===== src/rtl/wave_pkg.sv =====
// Shared encodings and width defaults for the waveform parameter scheduler.
// The SWEEP state exists only when WAVE_SWEEP_EN is defined.
package wave_pkg;

    localparam int ACC_W_DEF  = 28;
    localparam int FREQ_W_DEF = 20;
    localparam int PWM_W_DEF  = 7;
    localparam int DWELL_W    = 16;

    typedef enum logic [1:0] {
        WAVE_SINE = 2'b00,
        WAVE_TRI  = 2'b01,
        WAVE_SQR  = 2'b10,
        WAVE_PWM  = 2'b11
    } wave_e;

    typedef enum logic [1:0] {
        ST_IDLE  = 2'd0,
        ST_PEND  = 2'd1,
        ST_APPLY = 2'd2
`ifdef WAVE_SWEEP_EN
        ,
        ST_SWEEP = 2'd3
`endif
    } state_e;

endpackage


===== src/rtl/wave_param_sched_if.sv =====
// Parameter-set offer channel: valid/ready handshake carrying one parameter set.
interface wave_param_sched_if #(
    parameter int FREQ_W = 20,
    parameter int PWM_W  = 7
);
    logic              cfg_valid;
    logic              cfg_ready;
    logic [1:0]        cfg_wave;
    logic [FREQ_W-1:0] cfg_freq;
    logic [PWM_W-1:0]  cfg_pwm;
    logic              cfg_immediate;

    modport master (
        output cfg_valid, cfg_wave, cfg_freq, cfg_pwm, cfg_immediate,
        input  cfg_ready
    );

    modport slave (
        input  cfg_valid, cfg_wave, cfg_freq, cfg_pwm, cfg_immediate,
        output cfg_ready
    );
endinterface


===== src/rtl/wave_wrap_det.sv =====
// Phase-wrap detector: strobes for the cycle in which the accumulator MSB
// is seen falling from 1 to 0.
module wave_wrap_det (
    input  logic clk_100m,
    input  logic rst,
    input  logic phase_msb,
    output logic wrap
);
    logic msb_q, msb_d;

    always_comb begin
        msb_d = phase_msb;
    end

    always_ff @(posedge clk_100m or posedge rst) begin
        if (rst) msb_q <= 1'b0;
        else     msb_q <= msb_d;
    end

    assign wrap = msb_q & ~phase_msb;
endmodule


===== src/rtl/wave_param_sched.sv =====
// Shadow/active parameter scheduler for the wave generator: new sets are held
// until a phase wrap (or applied at once). WAVE_SWEEP_EN adds a linear freq sweep.
module wave_param_sched
    import wave_pkg::*;
#(
    parameter int ACC_W  = ACC_W_DEF,
    parameter int FREQ_W = FREQ_W_DEF,
    parameter int PWM_W  = PWM_W_DEF
) (
    input  logic                clk_100m,
    input  logic                rst,
    input  logic                enable,
    wave_param_sched_if.slave   cfg,
    input  logic                phase_msb,
    output logic [ACC_W-1:0]    freq_inc,
    output logic [1:0]          wave_sel,
    output logic [PWM_W-1:0]    pwm_duty,
    output logic                acc_clear,
    output logic                update_pulse
`ifdef WAVE_SWEEP_EN
    ,
    input  logic                sweep_go,
    input  logic [FREQ_W-1:0]   sweep_step,
    input  logic [FREQ_W-1:0]   sweep_end,
    input  logic [DWELL_W-1:0]  sweep_dwell,
    output logic                sweep_busy
`endif
);
    state_e            state_q, state_d;
    logic [1:0]        sh_wave_q, sh_wave_d, act_wave_q, act_wave_d;
    logic [FREQ_W-1:0] sh_freq_q, sh_freq_d, act_freq_q, act_freq_d;
    logic [PWM_W-1:0]  sh_pwm_q, sh_pwm_d, act_pwm_q, act_pwm_d;
    logic              update_q, update_d;
    logic              acc_clear_q, acc_clear_d;
    logic              wrap;
    logic              xfer;

`ifdef WAVE_SWEEP_EN
    logic [DWELL_W-1:0] dwell_q, dwell_d;
    logic [FREQ_W:0]    sweep_sum;
    logic [FREQ_W-1:0]  sweep_next;

    // One extra bit so the add cannot wrap before the saturation compare.
    assign sweep_sum  = {1'b0, act_freq_q} + {1'b0, sweep_step};
    assign sweep_next = (sweep_sum >= {1'b0, sweep_end}) ? sweep_end : sweep_sum[FREQ_W-1:0];
    assign sweep_busy = (state_q == ST_SWEEP);
`endif

    wave_wrap_det u_wrap (
        .clk_100m  (clk_100m),
        .rst       (rst),
        .phase_msb (phase_msb),
        .wrap      (wrap)
    );

    assign cfg.cfg_ready = (state_q == ST_IDLE);
    assign xfer          = cfg.cfg_valid & cfg.cfg_ready;

    always_comb begin
        state_d     = state_q;
        sh_wave_d   = sh_wave_q;
        sh_freq_d   = sh_freq_q;
        sh_pwm_d    = sh_pwm_q;
        act_wave_d  = act_wave_q;
        act_freq_d  = act_freq_q;
        act_pwm_d   = act_pwm_q;
        update_d    = 1'b0;
        acc_clear_d = ~enable;
`ifdef WAVE_SWEEP_EN
        dwell_d     = dwell_q;
`endif
        case (state_q)
            ST_IDLE: begin
                // A wrap coinciding with the transfer is deliberately not looked at here,
                // so a wrap-gated set always waits for the following wrap.
                if (xfer) begin
                    sh_wave_d = cfg.cfg_wave;
                    sh_freq_d = cfg.cfg_freq;
                    sh_pwm_d  = cfg.cfg_pwm;
                    if (cfg.cfg_immediate || !enable || act_freq_q == '0)
                        state_d = ST_APPLY;
                    else
                        state_d = ST_PEND;
                end
`ifdef WAVE_SWEEP_EN
                else if (sweep_go) begin
                    state_d = ST_SWEEP;
                    dwell_d = '0;
                end
`endif
            end
            ST_PEND: begin
                if (wrap || !enable) state_d = ST_APPLY;
            end
            ST_APPLY: begin
                act_wave_d = sh_wave_q;
                act_freq_d = sh_freq_q;
                act_pwm_d  = sh_pwm_q;
                update_d   = 1'b1;
                state_d    = ST_IDLE;
            end
`ifdef WAVE_SWEEP_EN
            ST_SWEEP: begin
                if (act_freq_q == sweep_end) begin
                    state_d = ST_IDLE;
                end else if (dwell_q == sweep_dwell) begin
                    dwell_d    = '0;
                    act_freq_d = sweep_next;
                    update_d   = 1'b1;
                    if (sweep_next == sweep_end) state_d = ST_IDLE;
                end else begin
                    dwell_d = dwell_q + 1'b1;
                end
            end
`endif
            default: state_d = ST_IDLE;
        endcase
    end

    always_ff @(posedge clk_100m or posedge rst) begin
        if (rst) begin
            state_q     <= ST_IDLE;
            sh_wave_q   <= WAVE_SINE;
            sh_freq_q   <= '0;
            sh_pwm_q    <= '0;
            act_wave_q  <= WAVE_SINE;
            act_freq_q  <= '0;
            act_pwm_q   <= '0;
            update_q    <= 1'b0;
            acc_clear_q <= 1'b1;
`ifdef WAVE_SWEEP_EN
            dwell_q     <= '0;
`endif
        end else begin
            state_q     <= state_d;
            sh_wave_q   <= sh_wave_d;
            sh_freq_q   <= sh_freq_d;
            sh_pwm_q    <= sh_pwm_d;
            act_wave_q  <= act_wave_d;
            act_freq_q  <= act_freq_d;
            act_pwm_q   <= act_pwm_d;
            update_q    <= update_d;
            acc_clear_q <= acc_clear_d;
`ifdef WAVE_SWEEP_EN
            dwell_q     <= dwell_d;
`endif
        end
    end

    assign freq_inc     = {{(ACC_W-FREQ_W){1'b0}}, act_freq_q};
    assign wave_sel     = act_wave_q;
    assign pwm_duty     = act_pwm_q;
    assign acc_clear    = acc_clear_q;
    assign update_pulse = update_q;
endmodule


===== src/flat_wrapper.sv =====
// flat-port wrapper written by rule: the top's interface ports become plain ports
module wave_param_sched_flat import wave_pkg::*;
#(
    parameter int ACC_W  = ACC_W_DEF,
    parameter int FREQ_W = FREQ_W_DEF,
    parameter int PWM_W  = PWM_W_DEF
)
  (clk_100m, rst, enable, phase_msb, freq_inc, wave_sel, pwm_duty, acc_clear, update_pulse, cfg_cfg_valid, cfg_cfg_wave, cfg_cfg_freq, cfg_cfg_pwm, cfg_cfg_immediate, cfg_cfg_ready);
  wave_param_sched_if #(.FREQ_W(FREQ_W), .PWM_W(PWM_W)) cfg_i ();
  input  logic clk_100m;
  input  logic rst;
  input  logic enable;
  input  logic phase_msb;
  output logic [ACC_W-1:0] freq_inc;
  output logic [1:0] wave_sel;
  output logic [PWM_W-1:0] pwm_duty;
  output logic acc_clear;
  output logic update_pulse;
  input wire logic [$bits(cfg_i.cfg_valid)-1:0] cfg_cfg_valid;
  input wire logic [$bits(cfg_i.cfg_wave)-1:0] cfg_cfg_wave;
  input wire logic [$bits(cfg_i.cfg_freq)-1:0] cfg_cfg_freq;
  input wire logic [$bits(cfg_i.cfg_pwm)-1:0] cfg_cfg_pwm;
  input wire logic [$bits(cfg_i.cfg_immediate)-1:0] cfg_cfg_immediate;
  output wire logic [$bits(cfg_i.cfg_ready)-1:0] cfg_cfg_ready;
  assign cfg_i.cfg_valid = cfg_cfg_valid;
  assign cfg_i.cfg_wave = cfg_cfg_wave;
  assign cfg_i.cfg_freq = cfg_cfg_freq;
  assign cfg_i.cfg_pwm = cfg_cfg_pwm;
  assign cfg_i.cfg_immediate = cfg_cfg_immediate;
  assign cfg_cfg_ready = cfg_i.cfg_ready;
  wave_param_sched #(.ACC_W(ACC_W), .FREQ_W(FREQ_W), .PWM_W(PWM_W)) u_core (.clk_100m(clk_100m), .rst(rst), .enable(enable), .cfg(cfg_i), .phase_msb(phase_msb), .freq_inc(freq_inc), .wave_sel(wave_sel), .pwm_duty(pwm_duty), .acc_clear(acc_clear), .update_pulse(update_pulse));
endmodule

===== config.mk =====
export PLATFORM = sky130hd
export DESIGN_NAME = wave_param_sched_flat
export DESIGN_NICKNAME = d
export VERILOG_FILES = /design/src/rtl/wave_pkg.sv /design/src/rtl/wave_param_sched_if.sv /design/src/rtl/wave_wrap_det.sv /design/src/rtl/wave_param_sched.sv /design/src/flat_wrapper.sv
export SDC_FILE = /design/constraint.sdc
export NUM_CORES = 1
export LEC_CHECK = 0
export CAP_MARGIN = 20
export CORE_UTILIZATION = 31
export DETAILED_ROUTE_END_ITERATION = 10
export PLACE_DENSITY_LB_ADDON = 0.3
export SLEW_MARGIN = 20
export SYNTH_ARGS = -nofsm -noshare
export SYNTH_HDL_FRONTEND = slang
export SYNTH_SLANG_ARGS = --single-unit
export TNS_END_PERCENT = 50

===== constraint.sdc =====
create_clock -name clk_100m -period 2.75 [get_ports clk_100m]
set_input_delay 0.275 -clock clk_100m [delete_from_list [all_inputs] [get_ports clk_100m]]
set_output_delay 0.275 -clock clk_100m [all_outputs]
set_load 0.01 [all_outputs]

Word-level counts from Yosys, hierarchy flattened
Index checks and enable logic that the tools add are counted.
{ "classes": {"n_addsub": 0, "multipliers": 0, "div_mod_pow": 0, "magnitude_cmp": 0, "n_eq_ne": 4, "shifts": 0, "n_mux": 5, "n_bitwise": 4, "n_reduce_logical": 8} }
{ "op_table": {"columns": ["operator", "n"], "rows": [
  ["20-bit logical NOT", 1],
  ["2-bit 2-to-1 mux", 3],
  ["2-bit one-hot mux with 2 select lines", 1],
  ["2-bit AND reduction", 2],
  ["1-bit logical OR", 3],
  ["1-bit bitwise AND", 2],
  ["2-bit by 1-bit equality test with 1-bit output (second input constant)", 1],
  ["2-bit equality test (second input constant)", 1],
  ["2-bit logical NOT", 1],
  ["2-bit by 1-bit != test with 1-bit output (second input constant)", 1],
  ["2-bit != test (second input constant)", 1],
  ["1-bit NOT", 2],
  ["1-bit logical NOT", 1],
  ["1-bit 2-to-1 mux", 1]
]} }
{ "totals": {"regBits": 63, "latch_bits": 0, "ram_bits": 0, "romBits": 0, "in_bits": 35, "wordCells": 31, "n_memories": 0} }

Logic depth before layout (Yosys ltp)
Gate-level depths: netlist of run 1.
{ "logic_depth": {"depth_word": 6, "ltp_mapped": 4, "mapped_depth_nobuf": 4} }

Hierarchy
Synthesis of run 1 repeated with hierarchy kept, for this count alone.
{ "unflattened": {"hier_cells": 158, "hier_area_um2": 2517.4} }
{ "by_module_without_submodules": {"columns": ["mod", "n_inst", "cells_each", "area_per_inst_um2", "seq_area_each_um2"], "rows": [
  ["wave_param_sched", 1, 155, 2474.9, 1552.7],
  ["wave_wrap_det", 1, 3, 42.5, 25.0]
]} }

Worst setup path after synthesis of run 1
No wires, ideal clock.
{ "synth_timing": {"path_kind": "register to register", "start": "reg u_core.state_q[0]", "end": "reg u_core.sh_freq_q[0]", "arrival_ns": 1.278, "required_time_ns": 2.625, "setup_slack_ns": 1.347, "path_stages_with_launch": 5, "n_path_buf": 1, "period_less_slack_ns": 1.403, "path_cell_list": "dfrtp_1 -> nor2_1 -> and2_4 -> buf_6 -> mux2_4"} }
{ "synth_between": {"elab_chain_len": 3} }
{ "synth_rtl": {"columns": ["item", "line_no", "text"], "rows": [
  ["from (decl)", "wave_param_sched.sv:29", "state_e state_q, state_d;"],
  ["from (signal assigned)", "wave_param_sched.sv:135", "state_q <= state_d;"],
  ["2-bit logical NOT (*)", "wave_param_sched.sv:56", "assign cfg.cfg_ready = (state_q == ST_IDLE);"],
  ["named net cfg_cfg_ready", "flat_wrapper.sv:24", "output wire logic [$bits(cfg_i.cfg_ready)-1:0] cfg_cfg_ready;"],
  ["1-bit bitwise AND", "wave_param_sched.sv:57", "assign xfer = cfg.cfg_valid & cfg.cfg_ready;"],
  ["2-bit AND reduction (no source line) (*)", null, null],
  ["to (signal assigned)", "wave_param_sched.sv:137", "sh_freq_q <= sh_freq_d;"],
  ["to (decl)", "wave_param_sched.sv:31", "logic [FREQ_W-1:0] sh_freq_q, sh_freq_d, act_freq_q, act_freq_d;"]
]} }
Mark *: on every way through the listed nets, which the timed path passes. The rest lies on a longest branch.
A chain may end at the register's enable or synchronous reset.

Worst setup path in the final report of run 1
{ "layout_timing": {"start": "reg u_core.state_q[0]", "end": "out cfg_cfg_ready"} }
{ "layout_between": {"elab_chain_len": 1} }
{ "layout_rtl": {"columns": ["item", "line_no"], "rows": [
  ["2-bit logical NOT", "wave_param_sched.sv:56"],
  ["to (decl)", "flat_wrapper.sv:24"]
]} }
No other way between the ends.

==> results of run 1 <==
[power groups by stage]
stage               clock network (mW)  logic, mW  registers (mW)
floorplan                            0      0.444            1.50
global placement                     0       1.02            1.44
detailed placement                   0       1.04            1.44
CTS                              0.885       1.05            1.43
global route                     0.936       1.10            1.47
finish                           0.856       1.03            1.42
[cells by family after synthesis]
kind of cell | Yosys count | share of synthesized area (%)
AOI/OAI and AO/OA | 4 | 1.07
buffers and inverters | 18 | 4.81
DFF | 63 | 61.2
muxes | 58 | 29.6
other | 1 | 0.146
and+or+nand+nor | 13 | 3.16
[state kept, by name (all words and copies together), names as in the netlist]
| name | cells |
|---|---|
| u_core.sh_pwm_q | 7 |
| u_core.sh_wave_q | 2 |
| u_core.update_pulse | 1 |
| u_core.pwm_duty | 7 |
| u_core.wave_sel | 2 |
| u_core.acc_clear | 1 |
| u_core.state_q | 2 |
| u_core.sh_freq_q | 20 |
| u_core.u_wrap.msb_q | 1 |
| u_core.act_freq_q | 20 |
[layer usage]
layer  global-route usage (%)  up-vias
met1                     14.9      745
li1                         -      676
met4                     3.46        0
met5                        0        -
met2                     19.3       49
met3                     5.45        5
[critical path, stage by stage, from the launching register on]
cell and delay, ns:
dfrtp_1 0.42, nor2_1 0.15, clkdlybuf4s50_1 0.55
[cell type report]
cell class | count | area [µm²] | share of cell area (%)
multi-input combinational | 83 | 903 | 25.7
clock buffer | 9 | 124 | 3.53
inverter | 4 | 15.0 | 0.428
tap | 102 | 128 | 3.64
timing repair buffer | 68 | 676 | 19.2
sequential | 63 | 1580 | 44.9
clock inverter | 7 | 87.6 | 2.49
[worst min path at each step]
| stage | end | slack [ns] | depth (start not counted) |
|---|---|---|---|
| global route | u_core.wave_sel[1]$_DFFE_PP0P_ | 0.37 | 3 |
| finish | u_core.state_q[0]$_DFFE_PP0P_ | 0.35 | 3 |
| global placement | u_core.pwm_duty[0]$_DFFE_PP0P_ | 0.49 | 1 |
| floorplan | u_core.acc_clear$_DFF_PP1_ | 0.30 | 1 |
| detailed placement | u_core.sh_pwm_q[1]$_DFFE_PP0P_ | 0.49 | 1 |
| CTS | u_core.sh_freq_q[19]$_DFFE_PP0P_ | 0.34 | 3 |
[layout by cell type (no fill, tap or decap), drive strengths merged]
cell type and count:
dfstp 1, and2 1, clkinvlp 1, o21ai 1, a41o 1, clkbuf 9
nor2 2, dfrtp 62, clkdlybuf4s50 66, clkinv 4, mux2 58, nor4 5
buf 2, conb 8, nand2b 2, nand3 1, bufinv 2, inv 4
a31oi 2, and4b 1, and3 1
==> results_dict.tcl, run 1 <==
set metrics [dict create \
    syn_area_um2 2580 \
    yosysUniqueCellTypes 19 \
    slew_violations 0 \
    syn_inst 157 \
    wl_um 4730 \
    dieArea_um2 8680 \
    die_w_um 93.2 \
    cts_made_buffers 9 \
    wl_met2_um 2230 \
    cts_buffer_depth 2 \
    io_pins 75 \
    r2r-end "u_core.act_freq_q[7]$_DFFE_PP0P_" \
    wl_met3_um 315 \
    first_pass_iters 4 \
    rows 32 \
    startpoint_type "register" \
    slew-limit-headroom_pct 44.8 \
    critPathRequiredTime_ns 2.48 \
    cts_resized 0 \
    drc 0 \
    final_antenna_net_count 0 \
    pwr_density_cell_nw_per_um2 943 \
    p_int_mw 2.43 \
    ys_seq_elements 63 \
    ys.flop_type "dfrtp_1" \
    cp.arrival_ns 1.45 \
    worstSetupPathType "register to output pin" \
    final_cell_count_no_fill 336 \
    fin_crit_ns 1.73 \
    grt_pass1_vias 1589 \
    power_frac_comb_pct 31.1 \
    clockRootBuffer "clkbuf_8" \
    cts_setup_buffers 0 \
    hp-class "input port to async pin" \
    syn_area_per_cell_um2 16.4 \
    skew_ns 0.00548 \
    total_power_mw 3.31 \
    coreArea_um2 7890 \
    drv_cap 0 \
    overflow 0 \
    worst_slew_pin_slew_ns 0.827 \
    hold_viol 0 \
    utilization_pct 44.5 \
    dp_cells 320 \
    p_clk_share_pct 25.9 \
    antenna_found_initial 0 \
    final_layout_size_suffix_gt1_share_pct 34.2 \
    cp-endpoint "cfg_cfg_ready" \
    worstPathMaxFanout 6 \
    area_delta_synth_final_pct 36.3 \
    leakage_nw 1.55 \
    routed_via_density 4.39 \
    fin_crit_sh_pct 62.8 \
    rr_worst_depth 2 \
    rsz0062_at_grt "false" \
    routed.top_layer "met4" \
    synth-edff-count 0 \
    max_freq_mhz 579 \
    hpwl_um 3140 \
    grt_pass1_wl_um 7840 \
    clk_pin_slew_ns 0.07 \
    r2r-start "u_core.state_q[0]$_DFFE_PP0P_" \
    cts.sinks 63 \
    grt_start_max_net_pins 34 \
    postSynth.asyncResetShare_pct 100 \
    place_area_um2 3300 \
    worst_hold_slack_ns 0.349 \
    finalWeightedCongestion 0.656 \
    place_ws_ns 0.950 \
    cts_tree "yes" \
    ys_warn_count 0 \
    initial_core_util_pct 32.7 \
    setup_viol 0 \
    ctsHoldBuffers 0 \
    clock_latency_ns 0.33 \
    port_buffers 66 \
    sw_frac_of_total_pct 26.7 \
    dr.first_iter.drc_count 35 \
    ys_seq_area_share_pct 61.2 \
    vias 1475 \
    yosys-top-cells-count "62 x dfrtp_1, 29 x mux2_2, 29 x mux2_4, 8 x buf_4, 5 x nor4_1" \
    reg2reg_slack_ns 1.11 \
    vdd_drop_max_mv 0.481 \
    end_kind "output pin" \
    setup_ws_ns 1.02 \
    m1WireLength_um 2140 \
    synth_top_area_share_pct 60.2 \
    final.setup.tns_ns 0 \
    crit_start "u_core.state_q[0]$_DFFE_PP0P_" \
    antenna_cells 0 \
    outcome "finished clean" \
    final_nets 264 \
    yosys-top-cells-area "dfrtp_1 60%, mux2_4 17%, mux2_2 13%" \
    pwr-share-seq_pct 43.0 \
    grtUsageTotal_pct 12.2 \
    n_fill_cell 734 \
    stdcell_area_um2 3510 \
    synth_top_area_cell "dfrtp_1" \
    wl_per_cell_um 14.1 \
    htreeDepth 3 \
    die_h_um 93.2 \
    synth.most_common_cell "dfrtp_1" \
    p_sw_mw 0.884 \
]
(Power assumes the default switching activity.)
==> run 2: changes to the inputs <==
==> constraint.sdc (replaced) <==
create_clock -name clk_100m -period 1.7 [get_ports clk_100m]
set_input_delay 0.17 -clock clk_100m [delete_from_list [all_inputs] [get_ports clk_100m]]
set_output_delay 0.17 -clock clk_100m [all_outputs]
set_load 0.01 [all_outputs]
==> run 2 against run 1 <==
  * Clock power grew 50%
  * Design area rose by 1.9%
  * Sequential power grew 63%
  * Non-clock buffer count increased by 5
  * Sequential share of layout area shrank 0.85 points
  * Wire length increased by 2.6%
  * First-iteration DRC count rose by 34%
  * Sequential cell count is the same
  * Worst setup slack worse by 0.88 ns
==> results_dict.tcl, run 2 (same netlist as run 1, synthesis figures left out) <==
set metrics [dict create \
    path_delay_family "buffers and inverters" \
    hp-class "input port to async pin" \
    final_layout_size_suffix_gt1_share_pct 35.6 \
    outcome "finished clean" \
    clk_pin_slew_ns 0.07 \
    cp.arrival_ns 1.39 \
    htreeDepth 3 \
    grt_pass1_vias 1488 \
    cts_buffer_depth 2 \
    area_delta_synth_final_pct 38.9 \
    startpoint_type "register" \
    antenna_found_initial 0 \
    cts_tree "yes" \
    setup_viol 0 \
    grt_start_max_net_pins 35 \
    final.setup.tns_ns 0 \
    rows 32 \
    final_cell_mix "65 x clkdlybuf4s50_1, 62 x dfrtp_1, 29 x mux2_4, 29 x mux2_2, 10 x clkbuf_8" \
    finalWeightedCongestion 0.675 \
    pwr_density_cell_nw_per_um2 1480 \
    port_buffers 66 \
    drc 0 \
    hold_viol 0 \
    die_w_um 93.2 \
    dieArea_um2 8680 \
    final_nets 269 \
    rsz0062_at_grt "false" \
    die_h_um 93.2 \
    coreArea_um2 7890 \
    clock_latency_ns 0.33 \
    final_common_cell "clkdlybuf4s50_1" \
    slowest_delay_ns 0.54 \
    total_power_mw 5.31 \
    cts_made_buffers 9 \
    worstSetupPathType "register to output pin" \
    drv_cap 0 \
    n_fill_cell 698 \
    end_kind "output pin" \
    antenna_cells 0 \
    max_freq_mhz 641 \
    io_pins 75 \
    first_pass_iters 4 \
    vdd_drop_max_mv 0.535 \
    multi_input_area_um2 903 \
    crit_slowest_cell "clkdlybuf4s50_1" \
    grt_pass1_wl_um 7760 \
    dr.first_iter.drc_count 47 \
    register_area_um2 1580 \
    reg.largest.list "u_core.act_freq_q: 20 flops, u_core.sh_freq_q: 20 flops" \
    hpwl_um 3320 \
    final_antenna_net_count 0 \
    fin_crit_sh_pct 91.8 \
    leakage_nw 1.58 \
    grtUsageTotal_pct 12.2 \
    critPathRequiredTime_ns 1.53 \
    initial_core_util_pct 32.7 \
    cp_num_buf_inv 1 \
    fin_crit_ns 1.56 \
    wl_per_cell_um 14.2 \
    routed_via_density 4.24 \
    path_cells "clkdlybuf4s50_1" \
    skew_ns 0.00615 \
    vias 1447 \
    wl_um 4860 \
    cts_setup_buffers 0 \
    overflow 0 \
    place_area_um2 3380 \
    stdcell_area_um2 3580 \
    worstPathMaxFanout 1 \
    clockRootBuffer "clkbuf_8" \
    cts.sinks 63 \
    slew_violations 0 \
]
==> run 2: area by class of cell <==
cell class,count,share of cell area (%)
flip-flops and latches,63,44.1
clock inverters,6,1.68
well taps,102,3.57
repair buffers,73,21.0
multi-input cells,83,25.2
inverters,4,0.524
clock buffers,10,3.85
==> run 2: worst paths after layout <==
kind                            cells after the start                               from                                to  slack (ns)
worst max-delay path                                1         u_core.acc_clear$_DFF_PP1_                         acc_clear        0.14
worst min-delay path                                2                                rst    u_core.pwm_duty[6]$_DFFE_PP0P_        0.18
worst max register to register                      4  u_core.act_freq_q[15]$_DFFE_PP0P_     u_core.state_q[0]$_DFFE_PP0P_        0.22
worst min register to register                      1     u_core.pwm_duty[0]$_DFFE_PP0P_    u_core.pwm_duty[0]$_DFFE_PP0P_        0.50
max in group asynchronous                           3                                rst  u_core.act_freq_q[7]$_DFFE_PP0P_        1.03
min in group clk_100m                               1                          phase_msb     u_core.u_wrap.msb_q$_DFF_PP0_        0.30
==> run 2: through the flow <==
stage | worst slack [ns] | hold slack (ns) | cells | utilization (%)
final | 0.140 | 0.177 | 341 | 45.4
after global routing | 0.0913 | 0.189 | 341 | 45.4
after CTS | 0.0219 | 0.173 | 341 | 45.3
after detailed placement | 0.207 | 0.491 | 325 | 42.8
after global placement | 0.228 | 0.487 | 325 | 42.8
after floorplan | 0.297 | 0.196 | 164 | -
==> run 2: what timing repair did <==
item                                    CTS  global route
endpoints found under the setup margin    0             1
hold buffers                              0             0
resized for setup                         0             1
==> run 2: routing by layer <==
metal / vias to the layer above / part of all wire (%) / GRT usage, %
li1: 693 / - / -
met1: 699 / 49 / 16.8
met2: 46 / 44 / 17.3
met3: 9 / 5.5 / 4.55
met4: 0 / 1.6 / 5.00
met5: - / 0 / 0
==> run 2: where the power goes <==
group	leakage, nW	switching, mW	internal (mW)
Clock	0.0981	0.575	0.708
Sequential	0.740	0.327	1.99
Combinational	0.739	0.556	1.15
==> run 3: changes to the inputs <==
--- a/config.mk
+++ b/config.mk
@@ -6,8 +6,10 @@
 export NUM_CORES = 1
 export LEC_CHECK = 0
 export CAP_MARGIN = 20
+export CORE_ASPECT_RATIO = 1.5
 export CORE_UTILIZATION = 31
 export DETAILED_ROUTE_END_ITERATION = 10
+export DONT_BUFFER_PORTS = 1
 export PLACE_DENSITY_LB_ADDON = 0.3
 export SLEW_MARGIN = 20
 export SYNTH_ARGS = -nofsm -noshare
==> run 3 against run 2 <==
  * Design area fell by 6.5%
  * Fmax rose by 6.3%
  * Global-route usage rose by 0.80 points
  * Sequential share of layout area rose by 3.0 points
  * Largest power group unchanged
==> results_dict.tcl, run 3 (same netlist as run 1, synthesis figures left out) <==
set metrics [dict create \
    worstPathMaxFanout 3 \
    initial_core_util_pct 32.2 \
    skew_ns 0.00756 \
    crit_slowest_cell "dfrtp_1" \
    path_cells "nor4_1 -> and3_1 -> nand3_1 -> a41o_1" \
    clock_latency_ns 0.32 \
    end_kind "register" \
    critPathRequiredTime_ns 1.91 \
    cts_buffer_depth 2 \
    hold_depth 1 \
    rsz0062_at_grt "false" \
    p_sw_mw 1.43 \
    final_cell_mix "62 x dfrtp_1, 32 x dlygate4sd3_1, 29 x mux2_4, 29 x mux2_2, 9 x clkbuf_16" \
    worstSetupPathType "register to register" \
    final_common_cell "dfrtp_1" \
    max_freq_mhz 681 \
    pwr_density_cell_nw_per_um2 1580 \
    clk_pin_slew_ns 0.05 \
    port_buffers 0 \
    r2r-end "u_core.state_q[0]$_DFFE_PP0P_" \
    setup_viol 0 \
    hp-start "enable" \
    antenna_cells 0 \
    fin_crit_ns 1.47 \
    die_w_um 76.4 \
    clockRootBuffer "clkbuf_16" \
    vias 1387 \
    r2r-start "u_core.act_freq_q[17]$_DFFE_PP0P_" \
    multi_input_area_um2 903 \
    grt_pass1_wl_um 8340 \
    vdd_drop_max_mv 0.704 \
    reg.largest.list "u_core.act_freq_q: 20 flops, u_core.sh_freq_q: 20 flops" \
    n_fill_cell 769 \
    final_antenna_net_count 0 \
    final.setup.tns_ns 0 \
    area_delta_synth_final_pct 29.9 \
    hold_viol 0 \
    drv_cap 0 \
    slowest_delay_ns 0.43 \
    coreArea_um2 8010 \
    hpwl_um 3460 \
    overflow 0 \
    wl_um 4990 \
    wl_per_cell_um 16.1 \
    finalWeightedCongestion 0.704 \
    dieArea_um2 8690 \
    grt_start_max_net_pins 35 \
    power_frac_comb_pct 17.0 \
    cts_resized 0 \
    cts.sinks 63 \
    outcome "finished clean" \
    ctsHoldBuffers 32 \
    p_int_mw 3.84 \
    reg2reg_slack_ns 0.23 \
    dr.first_iter.drc_count 31 \
    startpoint_type "register" \
    register_area_um2 1580 \
    htreeDepth 3 \
    rr_worst_depth 4 \
    rows 40 \
    routed_via_density 4.46 \
    fin_crit_sh_pct 86.3 \
    grt_pass1_vias 1593 \
    hp-class "input port to register" \
    cts_tree "yes" \
    first_pass_iters 4 \
    cts_setup_buffers 0 \
    slew_violations 0 \
    final_layout_size_suffix_gt1_share_pct 41.3 \
    die_h_um 114 \
    cp.arrival_ns 1.68 \
    cts_made_buffers 9 \
    p_clk_share_pct 35.3 \
    pwr-share-seq_pct 47.7 \
    io_pins 75 \
    total_power_mw 5.28 \
    antenna_found_initial 0 \
    hold_end "u_core.state_q[0]$_DFFE_PP0P_" \
    final_nets 236 \
    grtUsageTotal_pct 13.0 \
    drc 0 \
    sw_frac_of_total_pct 27.2 \
    crit_start "u_core.act_freq_q[17]$_DFFE_PP0P_" \
    leakage_nw 1.50 \
]
-- run 3: worst max-delay path: cells and delay by family (launching register included) --
kind	cells	cell delay [ns]
AO/OA/AOI/OAI	1	0.27
flip-flops	1	0.43
AND/OR/NAND/NOR	3	0.65
-- run 3: stage by stage --
stage               hold slack (ns)  instances  util, %  worst slack [ns]  area (µm²)
floorplan                     0.196        164        -             0.297        2610
global placement              0.164        263     33.9             0.226        2720
detailed placement            0.174        263     33.9             0.185        2720
CTS                          0.0163        311     41.8             0.181        3350
global route                 0.0254        311     41.8             0.123        3350
finish                       0.0330        311     41.8             0.232        3350
-- run 3: area by class of cell --
class	instances	area share, %
tap	105	3.93
sequential	63	47.1
clock buffer	13	8.07
multi-input combinational	83	27.0
timing repair buffer	40	12.1
clock inverter	3	1.20
inverter	4	0.561
-- run 3: layer usage --
layer,GRT usage [%],up-vias,wire length [µm]
met2,21.2,50,2590
met4,8.46,0,123
met5,0,-,0
li1,-,618,-
met1,14.4,712,1960
met3,4.64,7,321
-- run 3: worst max-delay path by stage --
stage	endpoint	slack, ns	cells after the start
global route	u_core.state_q[0]$_DFFE_PP0P_	0.12	4
floorplan	u_core.sh_freq_q[0]$_DFFE_PP0P_	0.30	4
detailed placement	u_core.state_q[0]$_DFFE_PP0P_	0.19	4
global placement	u_core.state_q[0]$_DFFE_PP0P_	0.23	3
finish	u_core.state_q[0]$_DFFE_PP0P_	0.23	4
CTS	u_core.state_q[0]$_DFFE_PP0P_	0.18	4
-- run 3: power groups by stage --
stage	logic, mW	clock network [mW]	registers (mW)
6_report	0.897	1.86	2.52
5_1_grt	0.988	1.98	2.60
4_1_cts	0.919	1.92	2.54
3_5_place_dp	0.854	0	2.56
3_3_place_gp	0.819	0	2.54
2_1_floorplan	0.718	0	2.42
